## config.mk

```make
export PLATFORM = sky130hd
export DESIGN_NAME = td4_ctrl_seq
export DESIGN_NICKNAME = d
export VERILOG_FILES = /design/src/rtl/td4_ctrl_seq.sv
export SDC_FILE = /design/constraint.sdc
export NUM_CORES = 1
export LEC_CHECK = 0
export CAP_MARGIN = 20
export CORE_MARGIN = 4
export CORE_UTILIZATION = 30
export CTS_BUF_LIST = sky130_fd_sc_hd__clkbuf_4 sky130_fd_sc_hd__clkbuf_8
export CTS_CLUSTER_SIZE = 20
export DETAILED_ROUTE_END_ITERATION = 12
export GPL_ROUTABILITY_DRIVEN = 1
export PLACE_DENSITY = 0.6
export SYNTH_ARGS = -nofsm -noshare
export SYNTH_HDL_FRONTEND = slang
export SYNTH_SLANG_ARGS = --single-unit
```

## constraint.sdc

```tcl
create_clock -name clk -period 1.07 [get_ports clk]
set_input_delay 0.1605 -clock clk [delete_from_list [all_inputs] [get_ports clk]]
set_output_delay 0.1605 -clock clk [all_outputs]
set_load 0.1 [all_outputs]
```

## src/rtl/td4_ctrl_seq.sv

```systemverilog
// td4_ctrl_seq: sequenced control unit for a TD4-class CPU.
// Owns IR, PC and carry flag; adds run/step control and undefined-op handling.
module td4_ctrl_seq #(
    parameter int unsigned DW           = 4,
    parameter int unsigned PCW          = 4,
    parameter int unsigned TRAP_ILLEGAL = 0
) (
    input  logic            clk,
    input  logic            rst_n,
    input  logic            run,
    input  logic            step,
    input  logic [DW+3:0]   instr,
    input  logic            alu_carry,
    output logic [PCW-1:0]  pc,
    output logic [1:0]      sel,
    output logic [3:0]      load_n,
    output logic [DW-1:0]   imm,
    output logic            cflg,
    output logic            illegal,
    output logic            halted
);

    localparam int unsigned IW = DW + 4;
    localparam int unsigned MW = (PCW < DW) ? PCW : DW;
    localparam logic [PCW-1:0] PC_ONE = PCW'(1);

    typedef enum logic [1:0] {
        S_WAIT,
        S_FETCH,
        S_EXEC,
        S_HALT
    } state_t;

    state_t          state_q, state_d;
    logic [IW-1:0]   ir_q, ir_d;
    logic [PCW-1:0]  pc_q, pc_d;
    logic            cflg_q, cflg_d;
    logic            ill_q, ill_d;

    logic [3:0]      op;
    logic [1:0]      dec_sel;
    logic [3:0]      dec_load_n;
    logic            dec_bad;
    logic [PCW-1:0]  pc_inc;
    logic [PCW-1:0]  jmp_tgt;
    logic [1:0]      sel_o;
    logic [3:0]      load_n_o;

    assign op     = ir_q[IW-1:DW];
    assign pc_inc = pc_q + PC_ONE;

    // Jump target: IR immediate truncated or zero-extended to the PC width
    always_comb begin
        jmp_tgt = '0;
        jmp_tgt[MW-1:0] = ir_q[MW-1:0];
    end

    // Decode of the latched opcode; JNC looks at the flag before this EXEC updates it
    always_comb begin
        dec_sel    = 2'b00;
        dec_load_n = 4'b1111;
        dec_bad    = 1'b0;
        casez (op)
            4'b00??: begin
                dec_sel    = op[1:0];
                dec_load_n = 4'b1110;
            end
            4'b01??: begin
                dec_sel    = op[1:0];
                dec_load_n = 4'b1101;
            end
            4'b1001: begin
                dec_sel    = 2'b01;
                dec_load_n = 4'b1011;
            end
            4'b1011: begin
                dec_sel    = 2'b11;
                dec_load_n = 4'b1011;
            end
            4'b1111: begin
                dec_sel    = 2'b11;
                dec_load_n = 4'b0111;
            end
            4'b1110: begin
                if (!cflg_q) begin
                    dec_sel    = 2'b11;
                    dec_load_n = 4'b0111;
                end
            end
            default: begin
                dec_bad = 1'b1;
            end
        endcase
    end

    // Sequencer: next state, architectural updates and EXEC-only control outputs
    always_comb begin
        state_d  = state_q;
        ir_d     = ir_q;
        pc_d     = pc_q;
        cflg_d   = cflg_q;
        ill_d    = ill_q;
        sel_o    = 2'b00;
        load_n_o = 4'b1111;
        case (state_q)
            S_WAIT: begin
                if (run || step) begin
                    state_d = S_FETCH;
                end
            end
            S_FETCH: begin
                ir_d    = instr;
                state_d = S_EXEC;
            end
            S_EXEC: begin
                sel_o    = dec_sel;
                load_n_o = dec_load_n;
                state_d  = run ? S_FETCH : S_WAIT;
                if (dec_bad) begin
                    ill_d = 1'b1;
                    if (TRAP_ILLEGAL != 0) begin
                        state_d = S_HALT;
                    end else begin
                        pc_d = pc_inc;
                    end
                end else begin
                    cflg_d = alu_carry;
                    pc_d   = dec_load_n[3] ? pc_inc : jmp_tgt;
                end
            end
            S_HALT: begin
                state_d = S_HALT;
            end
        endcase
    end

    // State register; reset wins over any in-flight instruction
    always_ff @(posedge clk) begin
        if (!rst_n) begin
            state_q <= S_WAIT;
            ir_q    <= '0;
            pc_q    <= '0;
            cflg_q  <= 1'b0;
            ill_q   <= 1'b0;
        end else begin
            state_q <= state_d;
            ir_q    <= ir_d;
            pc_q    <= pc_d;
            cflg_q  <= cflg_d;
            ill_q   <= ill_d;
        end
    end

    assign pc      = pc_q;
    assign sel     = sel_o;
    assign load_n  = load_n_o;
    assign imm     = ir_q[DW-1:0];
    assign cflg    = cflg_q;
    assign illegal = ill_q;
    assign halted  = (state_q == S_HALT);

endmodule

```

# After elaboration in Yosys (flattened, before gate mapping)
# Index checks and enable logic that the tools add are counted.
[word_totals]
out_inout_bits = 17
rom_bits = 0
elab_cells = 36
mem_count = 0
ff_bits = 16
ram_bits = 0
latchBits = 0
input_bits = 13
[classes]
reduce_logical = 9
div_mod_pow = 0
bitwise_logic = 1
eq_ne = 9
n_addsub = 1
n_mul = 0
n_shift = 0
order_cmp = 0
n_mux = 11
[op_table]
columns = ["op", "n"]
rows = [
  ["$pmux 4 s5", 1],
  ["$eq 4x4->1 const B", 4],
  ["$mux 4", 4],
  ["$pmux 2 s4", 2],
  ["$mux 2", 3],
  ["$reduce_or 2->1", 3],
  ["$reduce_or 6->1", 1],
  ["$add 4x1->4 const B", 1],
  ["$eq 2x1->1 const B", 2],
  ["$eq 2x2->1 const B", 2],
  ["$logic_not 2->1", 2],
  ["$reduce_and 2->1", 2],
  ["$ne 2x2->1 const B", 1],
  ["$logic_or 1x1->1", 1],
  ["$mux 1", 1],
  ["$not 1->1", 1],
]

# Logic depth before layout (Yosys ltp)
[logic_depth]
word_depth = 5
ltp_mapped = 4
depth_no_buf = 4

# Worst setup path before layout
# Ideal clock, no wire load.
[synth_timing]
path_kind = "flip-flop to output port"
startpoint = "register cflg_q (netlist: cflg)"
endpoint = "output port load_n[3]"
stages_incl_launch_ff = 4
t_arrival_ns = 2.154
setup_slack_ns = -1.244
path_buffers = 0
required_ns = 0.910
path_cell_list = "dfxtp_1 > nor2b_1 > nor2_1 > nand2_1"
[synth_via]
elab_chain_len = 3
[synth_lines]
columns = ["item", "line_no", "text"]
rows = [
  ["from (decl)", "37", "logic cflg_q, cflg_d;"],
  ["from (signal assigned)", "149", "cflg_q <= cflg_d;"],
  ["$mux 4", "85", "if (!cflg_q) begin"],
  ["$pmux 4 s5", "63", "casez (op)"],
  ["$mux 4", "105", "case (state_q)"],
  ["to (decl)", "16", "output logic [3:0] load_n,"],
]
# No other way between the ends.

# Worst setup path in the final report
[layout_timing]
startpoint = "register state_q[0]"
endpoint = "output port load_n[0]"
[layout_via]
elab_chain_len = 2
[layout_lines]
columns = ["item", "line_no", "text"]
rows = [
  ["from (decl)", "34", "state_t state_q, state_d;"],
  ["from (signal assigned)", "146", "state_q <= state_d;"],
  ["$eq 2x2->1", "105", ""],
  ["$mux 4", "105", ""],
]
# No other way between the ends.

==> reports/results.tsv <==
metric	value	unit
grt_pass1_vias	959	
gp_congestion	0.7776	
synth.top_cell.area_share	35.56	%
numCtsBuffers	3	
root_buffer	clkbuf_4	
ios	30	
max-vdd-ir-drop	0.7821	mV
hold_start	alu_carry	
period_share	140.0	%
drt-initial-drc-count	14	
setup_viol	24	
hold_violations	0	
maxCapViolCount	0	
cp_slowest_cell	or3_4	
clock.fmax	667.5	MHz
grt_max_degree	16	
antenna_cells	0	
setup_slack	-0.4280	ns
slew_headroom	84.41	%
finalMaxSlewViolations	0	
holdWs	0.4136	ns
power_leakage	0.7862	nW
synth_area_leaders	dfxtp_1 36%, mux2i_1 11%, nor2b_1 9.7%, buf_4 5.0%, nand3_1 3.3%	
worstPathMaxFanout	4	
crit_chain	nand2b_4, or3_4, buf_12	
holdPathStages	3	
whs_endpoint	cflg	
synthFlopType	dfxtp_1	
startpoint	state_q[0]	
grt_overflow	0	
fin_skew	0.007344	ns
regToRegStartpoint	state_q[1]	
critPathBufInv	1	
drt_wl_total	2733	um
grt_pass1_wl	4257	um
core	2805	sq um
seq_area	361.6	sq um
synth_nets	111	
p_total	1.718	mW
hpwlAfterDp	1937	um
arrival	1.34	ns
start_util	32.11	%
multi_input_area	675.6	sq um
slowest_delay	0.39	ns
yosys_warnings	0	
ant_nets	0	
drc_errors	0	
syn_inst	97	
cts_tree	yes	
max_slew.worst_pin.slew	0.2302	ns
period_needed	1.498	ns
min_path_type	in2reg	
grt.total_usage	13.41	%
die-area	3944	sq um
async_flop_share	0	%
end_kind	primary output	
cts_max_level	1	
ys_types	36	
yosysTopAreaCell	dfxtp_1	
reg2reg_to	pc[3]	
crit_type	reg2out	
clockBufferDepth	2	
die_h	62.80	um
yosys_register_bits	16	
first_pass_iters	4	
clock_sinks	16	
outcome	complete, but fails checks	
startpoint_type	register	
die_w	62.80	um
syn_area	900.9	sq um
rsz0062_at_grt	true	
required	0.91	ns
power_density	876.1	nW/um^2
drive_gt1_share	64.42	%
fill_cells	210	
antenna_found_initial	0	
cts.clk_slew.worst_paths	0.10	ns
place_ws	-0.2883	ns
route.vias.total	976	
crit_family	simple AND/OR/NAND/NOR gates	
ff2ff_path_depth	8	
tns	-5.741	ns
r2r_slack	-0.38	ns
layout.nets	178	
postSynthAreaPerCell	9.287	sq um
violations	setup timing	
synth_edf_count	0	
vias_per_cell	5.031	
wl_per_cell	14.09	um
rows	19	
worstSkewPairLatency	0.29	ns
ys_seq_area_share	35.56	%
cts_hold_buf	0	
area_growth	117.6	%
portBuffers	29	
==> final cells by class <==
| class | instances | area share, % |
|---|---|---|
| Timing Repair Buffer | 72 | 42.88 |
| Inverter | 2 | 0.3829 |
| Clock buffer | 4 | 1.851 |
| Sequential cell | 16 | 18.44 |
| Multi-Input combinational cell | 69 | 34.46 |
| Tap cell | 31 | 1.978 |
==> cell families after synthesis <==
| kind of cell | after synthesis | synth area share, % |
|---|---|---|
| AND/OR/NAND/NOR | 43 | 29.03 |
| adder cells (fa/ha/maj) | 1 | 1.389 |
| flip-flops | 16 | 35.56 |
| AO/OA/AOI/OAI | 15 | 14.31 |
| multiplexers | 10 | 11.11 |
| buffers and inverters | 12 | 8.611 |
==> worst max-delay path by stage <==
stage	endpoint	slack, ns	cells past startpoint
4_1_cts	load_n[0]	-0.44	3
3_5_place_dp	pc[3]	-0.29	4
2_1_floorplan	sel[1]	-0.29	2
3_3_place_gp	pc[3]	-0.23	5
6_report	load_n[0]	-0.43	3
5_1_grt	load_n[0]	-0.47	3
==> sequential cells by signal, summed over array words and instances (netlist names) <==
name and flops:
ir_q 8, state_q 2, illegal 1, pc 4, cflg 1
==> cells in the mapped netlist, types with 2 or more instances <==
| cell | number |
|---|---|
| nor2_1 | 4 |
| nand3_1 | 6 |
| dfxtp_1 | 16 |
| o211ai_1 | 2 |
| and2b_1 | 2 |
| mux2i_1 | 10 |
| nand2_1 | 5 |
| buf_2 | 2 |
| inv_1 | 2 |
| nand2b_1 | 2 |
| and2_1 | 2 |
| buf_4 | 6 |
| nor2b_1 | 14 |
| a21oi_1 | 2 |
==> routing by layer <==
| layer | track usage [%] | wire, um | vias to the layer above |
|---|---|---|---|
| met5 | 0 | 0 | - |
| met4 | 3.306 | 37 | 0 |
| met3 | 3.777 | 101 | 4 |
| met2 | 24.37 | 1453 | 23 |
| met1 | 15.31 | 1140 | 470 |
| li1 | - | - | 479 |
==> worst min-delay path, stage by stage <==
cell	delay (ns)
clkdlybuf4s50_1	0.40
nand2_1	0.06
mux2i_1	0.05
==> power breakdown <==
group	internal [mW]	leakage, nW	switching, mW
sequential	0.621	0.140	0.0521
combinational	0.322	0.625	0.313
clock	0.207	0.0210	0.202
==> repair_timing <==
item | in CTS | in global routing
pin swaps | 10 | 4
setup endpoints to repair | 26 | 26
setup buffers | 7 | 6
gates resized for setup | 28 | 9
==> metrics by stage <==
stage               area, sq um  util [%]  cells
finish                     1961     69.89    194
floorplan                  1023         -     97
global placement           1683     59.99    178
CTS                        1859     66.28    189
global route               1961     69.89    194
detailed placement         1683     59.99    178
==> cell usage in the layout, fill, tap and decap left out, types with 3 or more instances in the layout <==
master,Yosys,final
buf_12,0,18
buf_4,6,30
buf_6,1,12
clkbuf_4,0,3
clkdlybuf4s50_1,0,12
dfxtp_2,0,6
dfxtp_4,0,9
mux2i_1,10,9
nand2_1,5,4
nand3_1,6,4
nand3_4,1,3
nor2b_1,14,12
Power figures use the tool's default switching activity.
==> patch 1: new RTL, same settings <==
Take the reset off `ir_q` and `pc_q` and load them in a clocked block of their own.
--- a/src/rtl/td4_ctrl_seq.sv
+++ b/src/rtl/td4_ctrl_seq.sv
@@ -140,4 +140,2 @@
             state_q <= S_WAIT;
-            ir_q    <= '0;
-            pc_q    <= '0;
             cflg_q  <= 1'b0;
@@ -146,4 +144,2 @@
             state_q <= state_d;
-            ir_q    <= ir_d;
-            pc_q    <= pc_d;
             cflg_q  <= cflg_d;
@@ -151,2 +147,7 @@
         end
+    end
+
+    always_ff @(posedge clk) begin
+        ir_q <= ir_d;
+        pc_q <= pc_d;
     end
Function: differs if rst_n is asserted again (counterexample within 4 cycles, from zero or initial values and one cycle with rst_n low); with rst_n held inactive, the same outputs for 10 cycles.
==> patch 1 against the original RTL <==
- the flow still finishes with violations (negative setup slack)
- synthesized area decreased by 17%
- sequential power up 8.8%
- register-to-register slack about the same
- die area shrank 15%
- clock power fell by 4.9%
- total power is 2.1% lower
- hold slack improved by 0.010 ns
- sequential cell count did not move
- routed wire length shrank 33%
- setup slack lost 0.070 ns
- final area is 14% lower
- largest power group unchanged
- highest routed layer unchanged
==> patch 1: results (changes against the original RTL) <==
stage,metric,value,unit,change
route,WL met2,954,microns,-34%
critical_path,crit path from,ir_q[6]$_DFFE_PP_,,
route,WL/cell,12.2,microns,-13%
global_routing,M1 GR Usage,0.150,,-0.00357
route,DRT iter0 DRCs,5,,-9
logic_synthesis,Gate Count Post-Synth,62,,-36%
route,drt pass-1 iters,2,,-2
hold_path,Hold Path End,ir_q[2]$_DFFE_PP_,,
placed_design,DP Area,0.00150,sq mm,-11%
outcome,failing checks,negative setup slack,,
logic_synthesis,Post-synth EDFFs,12,,+12
clocking,postcts setup bufs,8,,+1
placed_design,Setup WS pre-CTS,-0.213,ns,+0.0757 ns
global_routing,maximum number of pins on one net before global-route repair,10,,-6
outcome,status,finished with violations,,
global_routing,GR Util met3,0.0223,,-0.0155
route,Vias,649,,-34%
critical_path,Crit Reg-Reg Endpoint,pc[3]$_DFFE_PN_,,
critical_path,crit path DAT,1.41,ns,+0.07 ns
sta,TNS Setup,-4.99,ns,+0.755 ns
sta,final-report setup violation count,22,,-8.3%
global_routing,vias in the first global route,713,,-26%
global_routing,global-route wire length before repair,3170,microns,-25%
logic_synthesis,share of the synthesized area in the top cell type,0.479,,+0.124
logic_synthesis,Synth Area in XOR/XNOR,0.0233,,+0.0233
logic_synthesis,Synth area leaders,"edfxtp_1, dfxtp_1, buf_4, mux2_2, nand2_1",,
sta,setup slack after layout,-0.498,ns,-0.0702 ns
logic_synthesis,sequential fraction of the synthesis area,0.586,,+0.230
route,met3 WL,91,microns,-9.9%
placed_design,DP HPWL,1490,microns,-23%
logic_synthesis,adder-cell share of the synthesized area,0.0166,,+0.00275
logic_synthesis,multiplexer area fraction after synthesis,0.0715,,-0.0396
final_layout,FILL cells,159,,-24%
pwr,internal power,1.18,mW,+2.4%
global_routing,Overall Global Routing Usage,0.123,,-0.0111
[patch 1: cell count changes in the layout (fill, tap and decap cells not counted), sizes merged, moves of 5 or more]
cell / delta
buf: -11
nor2b: -12
edfxtp: +12
nand3: -5
mux2i: -8
dfxtp: -12
[patch 1: layout make-up]
type | instances | area [sq um] | area share
inverter | 4 | 17.5 | 0.0104
multi-input combinational | 37 | 394 | 0.234
tap | 28 | 35.0 | 0.0208
timing repair buffer | 61 | 749 | 0.445
sequential | 16 | 450 | 0.268
clock buffer | 4 | 36.3 | 0.0216
[patch 1: power groups by stage]
stage | logic (mW) | registers (mW) | clock network (mW)
after floorplan | 0.230 | 0.802 | 0
after global placement | 0.508 | 0.743 | 0
after detailed placement | 0.514 | 0.744 | 0
after CTS | 0.562 | 0.733 | 0.409
after global routing | 0.586 | 0.737 | 0.436
final | 0.561 | 0.732 | 0.389
==> patch 2: new RTL, same flow settings <==
Without the edit above. Set the parameter `DW` to 5 (it was 4).
--- a/src/rtl/td4_ctrl_seq.sv
+++ b/src/rtl/td4_ctrl_seq.sv
@@ -3,3 +3,3 @@
 module td4_ctrl_seq #(
-    parameter int unsigned DW           = 4,
+    parameter int unsigned DW           = 5,
     parameter int unsigned PCW          = 4,
Ports: changed (resized imm and instr); port bits go from 30 to 32. The function was not compared with the original's and may differ.
==> patch 2 against the original RTL <==
- setup slack worse by 0.016 ns
- via count rose by 11%
- final area increased by 7.3%
- fmax shrank 1.1%
- critical endpoint unchanged
- critical path depth stayed put
- hold slack got worse by 0.022 ns
- routed wire length up 11%
- synthesized cell count up 15%
- non-clock buffer count is 4 higher
- total power up 4.6%
- the run still ends with negative setup slack left
- sequential cell count increased by 1
- synthesized area up 6.7%
- clock power fell by 5.4%
==> patch 2: results (changes against the original RTL) <==
stage,metric,value,unit,change
outcome,status,finished with violations,,
outcome,failing checks,negative setup slack,,
global_routing,GR Util met3,0.0277,,-0.0100
route,Vias,1081,,+11%
logic_synthesis,Synth area leaders,"dfxtp_1, nand2_1, buf_4, a21boi_0, nor2b_1",,
logic_synthesis,Post-synth top cells,"nand2_1, dfxtp_1, buf_4",,
global_routing,global-route wire length before repair,4610,microns,+8.3%
placed_design,Setup WS pre-CTS,-0.261,ns,+0.0277 ns
sta,final-report setup violation count,14,,-42%
logic_synthesis,multiplexer area fraction after synthesis,0.0208,,-0.0903
logic_synthesis,Mean Syn Cell Area,8.58,sq um,-7.6%
final_layout,FILL cells,225,,+7.1%
sta,setup slack after layout,-0.444,ns,-0.0163 ns
route,DRT iter0 DRCs,25,,+11
sta,Clock Skews,0.00133,ns,-0.00602 ns
global_routing,maximum number of pins on one net before global-route repair,10,,-6
critical_path,RR Startpoint,ir_q[7]$_SDFFE_PN0P_,,
placed_design,GP Congestion,0.710,,-8.7%
global_routing,M1 GR Usage,0.153,,about the same
final_layout,Non-Filler Instances,224,,+15%
final_layout,max reg flops,9,,+1
final_layout,buffering overhead,0.427,,-0.00138
final_layout,Seq. cell area,385,sq um,+6.6%
critical_path,Slowest cell on crit path,dfxtp_4,,
logic_synthesis,adder-cell share of the synthesized area,0.0130,,-0.000868
critical_path,Worst Reg-to-Reg Cells,5,,-3
final_layout,multi-input gate share of total cell area,0.345,,+0.000814
final_layout,layout cells sized above 1,0.672,,+0.0281
logic_synthesis,Syn Nets,127,,+14%
final_layout,nets,196,,+10%
floorplan,Core Area,0.00305,sq mm,+8.8%
-- patch 2: routing by layer --
| layer | wire, microns | share of wire | up-vias |
|---|---|---|---|
| met3 | 107 | 0.035 | 6 |
| met4 | 51 | 0.017 | 0 |
| met1 | 1250 | 0.41 | 519 |
| met5 | 0 | 0 | - |
| li1 | - | - | 526 |
| met2 | 1610 | 0.53 | 30 |
-- patch 2: power groups by stage --
stage / clock network, mW / registers (mW) / logic [mW]
CTS: 0.393 / 0.714 / 0.621
global placement: 0 / 0.723 / 0.574
global route: 0.428 / 0.719 / 0.732
detailed placement: 0 / 0.723 / 0.583
finish: 0.387 / 0.714 / 0.696
floorplan: 0 / 0.766 / 0.289
-- patch 2: timing repair --
action,4_1_cts,5_1_grt
setup endpoints to repair,24,27
pin swaps,4,22
buffers inserted,9,12
cloned,0,0
resized for setup,26,36
hold buffers,0,0
